===== src/rtl/conv_psum_quant.sv =====
// conv_psum_quant: accumulates adder-tree sums over input channels per
// pixel, then adds bias, rounds, shifts, applies optional ReLU and
// saturates to int8 into a small output FIFO drained by valid/ready.
// Ports: clk, rstn (async active-low); cfg_* tile setup latched on
// cfg_start; acc_i/vld_i from the adder tree (never stalls);
// q_o/q_vld_o/q_rdy_i result stream; busy_o tile active; done_o pulse
// when the last pixel result reaches the FIFO; err_o sticky flags
// (bit0 result dropped on full FIFO, bit1 vld_i seen while idle).
module conv_psum_quant #(
    parameter int ACC_W      = 32,
    parameter int FIFO_DEPTH = 4
) (
    input  logic        clk,
    input  logic        rstn,
    input  logic        cfg_start,
    input  logic [7:0]  cfg_num_ch,
    input  logic [15:0] cfg_num_pix,
    input  logic [15:0] cfg_bias,
    input  logic [4:0]  cfg_shift,
    input  logic        cfg_relu,
    input  logic [19:0] acc_i,
    input  logic        vld_i,
    output logic [7:0]  q_o,
    output logic        q_vld_o,
    input  logic        q_rdy_i,
    output logic        busy_o,
    output logic        done_o,
    output logic [1:0]  err_o
);

    localparam int PTR_W = $clog2(FIFO_DEPTH);

    localparam logic signed [ACC_W-1:0] QMAX = 127;
    localparam logic signed [ACC_W-1:0] QMIN = -128;

    typedef enum logic [1:0] {
        IDLE,
        ACCUM,
        DRAIN
    } state_t;

    state_t state;

    // Latched tile configuration; counts held as (effective count - 1)
    logic [7:0]              ch_last;
    logic [15:0]             pix_last;
    logic signed [ACC_W-1:0] bias_q;
    logic [4:0]              shift_q;
    logic                    relu_q;

    logic [7:0]              ch_cnt;
    logic [15:0]             pix_cnt;
    logic signed [ACC_W-1:0] acc;
    logic signed [ACC_W-1:0] acc_ext;
    logic signed [ACC_W-1:0] acc_sum;

    logic                    s1_vld;
    logic                    s1_last;
    logic signed [ACC_W-1:0] s1_sum;

    logic                    s2_vld;
    logic                    s2_last;
    logic signed [ACC_W-1:0] s2_b;

    logic signed [ACC_W-1:0] rnd;
    logic signed [ACC_W-1:0] shifted;
    logic signed [ACC_W-1:0] clipped;
    logic [7:0]              q8;

    logic [7:0]              mem [FIFO_DEPTH];
    logic [PTR_W-1:0]        wr_ptr;
    logic [PTR_W-1:0]        rd_ptr;
    logic [PTR_W:0]          count;
    logic                    full;
    logic                    pop;
    logic                    accept;
    logic                    drop;

    assign acc_ext = {{(ACC_W-20){acc_i[19]}}, acc_i};
    assign acc_sum = acc + acc_ext;

    // Control FSM, channel/pixel counters, accumulator and stage S1
    always_ff @(posedge clk or negedge rstn) begin
        if (!rstn) begin
            state    <= IDLE;
            ch_last  <= '0;
            pix_last <= '0;
            bias_q   <= '0;
            shift_q  <= '0;
            relu_q   <= 1'b0;
            ch_cnt   <= '0;
            pix_cnt  <= '0;
            acc      <= '0;
            s1_vld   <= 1'b0;
            s1_last  <= 1'b0;
            s1_sum   <= '0;
            busy_o   <= 1'b0;
            done_o   <= 1'b0;
            err_o    <= '0;
        end else begin
            s1_vld <= 1'b0;
            done_o <= 1'b0;
            if (drop) begin
                err_o[0] <= 1'b1;
            end
            unique case (state)
                IDLE: begin
                    if (cfg_start) begin
                        ch_last  <= (cfg_num_ch == '0) ?
                                    '0 : cfg_num_ch - 8'd1;
                        pix_last <= (cfg_num_pix == '0) ?
                                    '0 : cfg_num_pix - 16'd1;
                        bias_q   <= {{(ACC_W-16){cfg_bias[15]}},
                                     cfg_bias};
                        shift_q  <= cfg_shift;
                        relu_q   <= cfg_relu;
                        acc      <= '0;
                        ch_cnt   <= '0;
                        pix_cnt  <= '0;
                        err_o    <= '0;
                        busy_o   <= 1'b1;
                        state    <= ACCUM;
                    end else if (vld_i) begin
                        err_o[1] <= 1'b1;
                    end
                end
                ACCUM: begin
                    if (vld_i) begin
                        if (ch_cnt == ch_last) begin
                            s1_vld  <= 1'b1;
                            s1_sum  <= acc_sum;
                            s1_last <= (pix_cnt == pix_last);
                            acc     <= '0;
                            ch_cnt  <= '0;
                            pix_cnt <= pix_cnt + 16'd1;
                            if (pix_cnt == pix_last) begin
                                state <= DRAIN;
                            end
                        end else begin
                            acc    <= acc_sum;
                            ch_cnt <= ch_cnt + 8'd1;
                        end
                    end
                end
                DRAIN: begin
                    // The last result is written (or dropped) this edge
                    if (s2_vld && s2_last) begin
                        done_o <= 1'b1;
                        busy_o <= 1'b0;
                        state  <= IDLE;
                    end
                end
                default: begin
                    state <= IDLE;
                end
            endcase
        end
    end

    // Stage S2: bias add
    always_ff @(posedge clk or negedge rstn) begin
        if (!rstn) begin
            s2_vld  <= 1'b0;
            s2_last <= 1'b0;
            s2_b    <= '0;
        end else begin
            s2_vld  <= s1_vld;
            s2_last <= s1_vld && s1_last;
            if (s1_vld) begin
                s2_b <= s1_sum + bias_q;
            end
        end
    end

    // Stage S3: round half up, arithmetic shift, ReLU, int8 saturate
    always_comb begin
        rnd = '0;
        if (shift_q != 5'd0) begin
            rnd = ACC_W'(1) << (shift_q - 5'd1);
        end
        shifted = (s2_b + rnd) >>> shift_q;
        clipped = shifted;
        if (relu_q && shifted[ACC_W-1]) begin
            clipped = '0;
        end
        if (clipped > QMAX) begin
            q8 = 8'h7f;
        end else if (clipped < QMIN) begin
            q8 = 8'h80;
        end else begin
            q8 = clipped[7:0];
        end
    end

    // Output FIFO; a full FIFO still accepts when the head pops
    assign full    = (count == (PTR_W+1)'(FIFO_DEPTH));
    assign q_vld_o = (count != '0);
    assign pop     = q_vld_o && q_rdy_i;
    assign accept  = s2_vld && (!full || pop);
    assign drop    = s2_vld && full && !pop;
    assign q_o     = mem[rd_ptr];

    always_ff @(posedge clk or negedge rstn) begin
        if (!rstn) begin
            for (int i = 0; i < FIFO_DEPTH; i++) begin
                mem[i] <= '0;
            end
            wr_ptr <= '0;
            rd_ptr <= '0;
            count  <= '0;
        end else begin
            if (accept) begin
                mem[wr_ptr] <= q8;
                wr_ptr      <= wr_ptr + 1'b1;
            end
            if (pop) begin
                rd_ptr <= rd_ptr + 1'b1;
            end
            unique case ({accept, pop})
                2'b10:   count <= count + 1'b1;
                2'b01:   count <= count - 1'b1;
                default: count <= count;
            endcase
        end
    end

endmodule


===== config.mk =====
export PLATFORM = sky130hd
export DESIGN_NAME = conv_psum_quant
export DESIGN_NICKNAME = d
export VERILOG_FILES = /design/src/rtl/conv_psum_quant.sv
export SDC_FILE = /design/constraint.sdc
export NUM_CORES = 1
export LEC_CHECK = 0
export BUFFER_PORTS_ARGS = -buffer_cell sky130_fd_sc_hd__buf_2
export CORE_UTILIZATION = 50
export CTS_CLUSTER_DIAMETER = 30
export CTS_CLUSTER_SIZE = 28
export DETAILED_ROUTE_END_ITERATION = 12
export HOLD_SLACK_MARGIN = 0.08
export PLACE_DENSITY_LB_ADDON = 0.25
export SYNTH_ARGS = -nofsm -noshare
export SYNTH_HDL_FRONTEND = slang
export SYNTH_SLANG_ARGS = --single-unit
export TNS_END_PERCENT = 10

===== constraint.sdc =====
create_clock -name clk -period 16.3 [get_ports clk]
set_input_delay 0.815 -clock clk [delete_from_list [all_inputs] [get_ports clk]]
set_output_delay 0.815 -clock clk [all_outputs]
set_load 0.01 [all_outputs]

After elaboration in Yosys (flattened, before gate mapping) --
Cells that the tools add are included.
Operators by class: bitwise logic cells 2, eq/ne operators 12, reduce and logical (&&, ||, !) cells 27, add/subtract/negate cells 12, muxes and demuxes 44, order comparisons 5, shift operators 2
Operators with widths (number):
- 32-bit two-way mux | 5
- 8-bit two-way mux | 9
- 16-bit two-way mux | 4
- 32-bit case mux with 2 select lines | 1
- 32-bit by 16-bit adder with 32-bit output | 1
- 32-bit by 20-bit adder with 32-bit output | 1
- 32-bit adder | 1
- 32-bit bitwise mux | 1
- 32-bit by 8-bit greater-than comparator with 1-bit output (second input constant) | 1
- 32-bit by 8-bit < comparator with 1-bit output (second input constant) | 1
- 16-bit case mux with 2 select lines | 1
- 1-bit by 5-bit << shifter with 32-bit output (first input constant) | 1
- 32-bit by 5-bit >>> shifter with 32-bit output | 1
- 16-bit by 1-bit adder with 16-bit output (second input constant) | 1
- 8-bit binary-select mux with 2-bit select | 1
- 8-bit demux with 2-bit select | 1
- 16-bit == test | 1
- 16-bit logical NOT | 1
- 8-bit case mux with 2 select lines | 1
- 16-bit by 1-bit subtractor with 16-bit output (second input constant) | 1
- 1-bit two-way mux | 12
- 2-bit two-way mux | 5
- 2-bit != test (second input constant) | 5
- 3-bit AND reduction | 3
- other kinds (27) | 44
Storage, ports and cells: flip-flop bits (word level) 215

Logic depth before layout (Yosys ltp) --
word-level depth 11, mapped depth 22

Worst setup path after synthesis --
OpenSTA, ideal clock, no wires.
kind register to register, from register shift_q[4], to register mem[14] (netlist name), buffers on the path 3, path slack 10835 ps, setup time 83 ps, cell stages (with the launch flop) 20, data required time 16217 ps, arrival time 5383 ps, cells stage by stage dfrtp_1 -> clkbuf_1 -> buf_1 -> clkbuf_1 -> nor3_1 -> ha_1 -> fa_1 -> a211oi_1 -> o21ai_0 -> a21oi_1 -> nand3_1 -> a31oi_1 -> xor2_1 -> a221o_1 -> mux4_2 -> o31ai_2 -> o2111ai_1 -> o41ai_4 -> o2111ai_1 -> a31oi_1
On the way: word-level cells in the longest chain between the ends 11, elaborated cells between the ends (all ways) 13, classes of those cells add/sub (2); order compare (2); shift (2); mux (5); reduce/logical (2)
RTL lines:
- start, declared | line 48 | logic [4:0] shift_q;
- start signal, assigned | line 115 | shift_q <= cfg_shift;
- 5-bit by 1-bit subtractor with 5-bit output | line 179 | rnd = ACC_W'(1) << (shift_q - 5'd1);
- 1-bit by 5-bit << shifter with 32-bit output | line 179
- 32-bit two-way mux | line 178 | if (shift_q != 5'd0) begin
- 32-bit adder | line 181 | shifted = (s2_b + rnd) >>> shift_q;
- 32-bit by 5-bit >>> shifter with 32-bit output (*) | line 181
- 1-bit logical AND | line 183 | if (relu_q && shifted[ACC_W-1]) begin
- 32-bit two-way mux (*) | line 183
- 32-bit by 8-bit < comparator with 1-bit output | line 188 | end else if (clipped < QMIN) begin
- 8-bit two-way mux | line 188
- 8-bit two-way mux (*) | line 186 | if (clipped > QMAX) begin
- 32-bit bitwise mux (*) | line 213 | mem[wr_ptr] <= q8;
- end signal, assigned by index | line 213
- end, declared | line 70 | logic [7:0] mem [FIFO_DEPTH];
Every way passes the cells marked *; elsewhere a longest branch is shown, timed or not. A chain may end at the register's enable or synchronous reset.

Final worst setup path --
from register shift_q[2], to register mem[26] (netlist name)
Same word-level chain as after synthesis.

==> impl_metrics.env <==
export IMPL_cts_resized=0
export IMPL_synth_area_leaders="dfrtp_1, ha_1, nand2_1, mux2_2, xnor2_1"
export IMPL_num_vias=15360
export IMPL_cpPeakStageDelay_ns=0.95
export IMPL_clk_pin_slew_worst_paths_ns=0.05
export IMPL_fin_crit_ns=7.707
export IMPL_die_h_um=184.6
export IMPL_route_detailed_drc=0
export IMPL_power_leakage_nw=8.899
export IMPL_max_freq_mhz=129.8
export IMPL_rsz0062_at_grt="no"
export IMPL_fin_skew_ns=0.02890
export IMPL_finalSetupViolCount=0
export IMPL_status="complete, no violations"
export IMPL_layout_common_cells="nand2_1, dfrtp_1, nor2_1"
export IMPL_worstPathArrival_ns=8.10
export IMPL_startpoint_type="register"
export IMPL_ys_flop_type="dfrtp_1"
export IMPL_hold_class="input pin to asynchronous set/reset pin"
export IMPL_crit_start="shift_q[2]"
export IMPL_io_pins=84
export IMPL_maxCapViolCount=0
export IMPL_port_buffers=83
export IMPL_hpwl_um=34360
export IMPL_clock_latency_ns=0.58
export IMPL_crit_end="mem[26]"
export IMPL_drt_iter0_drc=1302
export IMPL_async_flop_share_pct=100.0
export IMPL_layout_commonest_cell="nand2_1"
export IMPL_ys_ff_latch=215
export IMPL_pwr_density_cell_nw_per_um2=88.90
export IMPL_ys_seq_area_share_pct=32.26
export IMPL_cts_sinks=215
export IMPL_r2r_end="mem[26]"
export IMPL_grt_pass1_vias=14570
export IMPL_slowest_stage="o31ai_4"
export IMPL_grt_max_degree=133
export IMPL_synth_edff_count=0
export IMPL_path_class="register to register"
export IMPL_ys_warn_count=0
export IMPL_reg2reg_slack_ns=8.59
export IMPL_reg2reg_depth=18
export IMPL_ant_nets=0
export IMPL_required_ns=16.69
export IMPL_htreeDepth=2
export IMPL_crit_path_end_kind="register"
export IMPL_synth_top_area_cell="dfrtp_1"
export IMPL_drt_total_wl_um=48100
export IMPL_antenna_cells=0
export IMPL_cts_max_path_buffers=3
export IMPL_dp_cells=2380
export IMPL_syn_instance_count=1936
export IMPL_synth_area_um2=16680
export IMPL_drive_gt1_share_pct=14.41
export IMPL_reg2reg_from="shift_q[2]"
export IMPL_rows=66
export IMPL_path_max_fanout=41
export IMPL_overflow=0
export IMPL_cts_inserted_buffers=48
export IMPL_crit_chain="buf_4 > inv_1 > nand2_1 > nor3_1 > ha_1 > a211oi_1 > o211ai_1 > a21oi_2 > o31a_1 > mux2i_1 > or2_1 > a21oi_1 > o2111ai_1 > o21ai_0 > or2_0 > a2111o_1 > o31ai_4 > a31oi_1"
export IMPL_relSlewSlack_pct=27.06
export IMPL_core_area_um2=32700
export IMPL_firstDrtPassIters=5
export IMPL_ys_types=85
export IMPL_worstMarginPinSlew_ns=1.094
export IMPL_dieArea_um2=34090
export IMPL_wl_per_cell_um=19.48
export IMPL_hold_viol=0
export IMPL_nets=2165
export IMPL_fp_dieW_um=184.6
export IMPL_avgSynthCellArea_um2=8.614
export IMPL_start_util_pct=50.99
export IMPL_fin_crit_sh_pct=47.28
export IMPL_drv_slew=0
export IMPL_peakVddDrop_mv=0.07866
export IMPL_viasPerCell=6.220
export IMPL_synth_top_area_share_pct=32.26
export IMPL_syn_num_nets=2113
export IMPL_area_growth_pct=15.03
export IMPL_cts_root_buf="clkbuf_16"
export IMPL_grt_total_usage_pct=28.65
export IMPL_timing_setup_tns_ns=0
export IMPL_antenna_found_initial=1
export IMPL_gp_congestion=0.9790
export IMPL_final_cells=2469
export IMPL_cts_tree="done"
export IMPL_post_cts_buffers=0
export IMPL_grt_pass1_wl_um=77420
export IMPL_hold_buffers=0
-- flip-flops by register name, indices dropped and copies added, names as in the netlist, 3 cells and up --
register / cells
pix_cnt: 16
ch_cnt: 8
s2_b: 32
bias_q: 16
mem: 32
ch_last: 8
acc: 32
s1_sum: 32
count: 3
pix_last: 16
shift_q: 5
-- cells in the mapped netlist (10+ instances only) --
cell,n
a211oi_1,12
a21o_1,33
a21oi_1,100
a22o_1,28
a311oi_1,11
a31oi_1,49
and2_1,13
and3_1,17
and4_1,10
buf_1,20
buf_2,13
clkbuf_1,58
dfrtp_1,215
ha_1,102
inv_1,42
mux2_2,65
mux2i_1,29
mux4_2,14
nand2_1,237
nand2b_1,10
nand3_1,57
nand4_1,32
nor2_1,177
nor2b_1,12
nor3_1,64
nor4_1,21
o211ai_1,22
o21a_1,13
o21ai_0,128
o21bai_1,10
o22ai_1,10
o31ai_1,14
or3_1,17
xnor2_1,77
xor2_1,59
-- final cells by class --
type / count / area (um^2)
Fill cell: 2923 / 13520
Multi-Input combinational cell: 1583 / 10750
Sequential cell: 215 / 5380
Clock buffer: 59 / 1314
Tap cell: 442 / 553.0
Timing Repair Buffer: 97 / 530.5
Clock inverter: 30 / 496.7
Inverter: 43 / 161.4
-- critical path: cells and delay by family, from the launching register on --
| kind | cells | cell delay (ns) |
|---|---|---|
| AOI/OAI and AO/OA | 10 | 3.38 |
| and+or+nand+nor | 4 | 1.78 |
| buffers and inverters | 2 | 1.10 |
| muxes | 1 | 0.53 |
| DFF | 1 | 0.35 |
| adders and majority gates | 1 | 0.32 |
-- stage by stage --
stage	instance area (um^2)	total power [mW]	util [%]	hold slack [ns]	worst slack, ns
finish	19180	1.705	58.66	0.3493	8.593
global route	19180	1.757	58.66	0.4366	8.037
CTS	19180	1.721	58.66	0.4155	8.810
detailed placement	17370	0.6364	53.12	0.4667	8.850
global placement	17370	0.6341	53.12	0.4553	9.002
floorplan	16680	0.5995	-	0.4202	10.83
-- worst min-delay path by stage --
stage                  from          to  slack [ns]  cells past startpoint
6_report               rstn     acc[21]        0.35                      1
5_1_grt        cfg_bias[14]  bias_q[14]        0.44                      3
4_1_cts                rstn     acc[20]        0.42                      1
3_5_place_dp        s1_last     s1_last        0.47                      2
3_3_place_gp        s1_last     s1_last        0.46                      2
2_1_floorplan        s1_vld      s2_vld        0.42                      0
-- routing by layer --
layer	track usage, %	wire, um
met3	3.458	2780
met5	0	13
met2	45.22	21910
met4	11.14	1628
met1	40.02	21770
-- cell families (layout without fill, tap and decap cells) --
family / count (synthesis) / in the layout / synth area share (%)
fa+ha+maj: 106 / 106 / 8.133
buf+inv: 138 / 229 / 3.316
xor+xnor: 136 / 136 / 7.143
mux: 108 / 108 / 8.021
simple gates: 697 / 697 / 19.34
compound gates: 536 / 536 / 21.79
flops: 215 / 215 / 32.26
-- power breakdown --
| group | total [mW] | internal (mW) | leakage [nW] | switching [mW] |
|---|---|---|---|---|
| Combinational | 0.0869 | 0.0341 | 5.12 | 0.0528 |
| Sequential | 0.543 | 0.540 | 2.91 | 0.00322 |
| Clock | 1.08 | 0.747 | 0.869 | 0.328 |
Note: power is estimated with default switching activity, not from simulation.
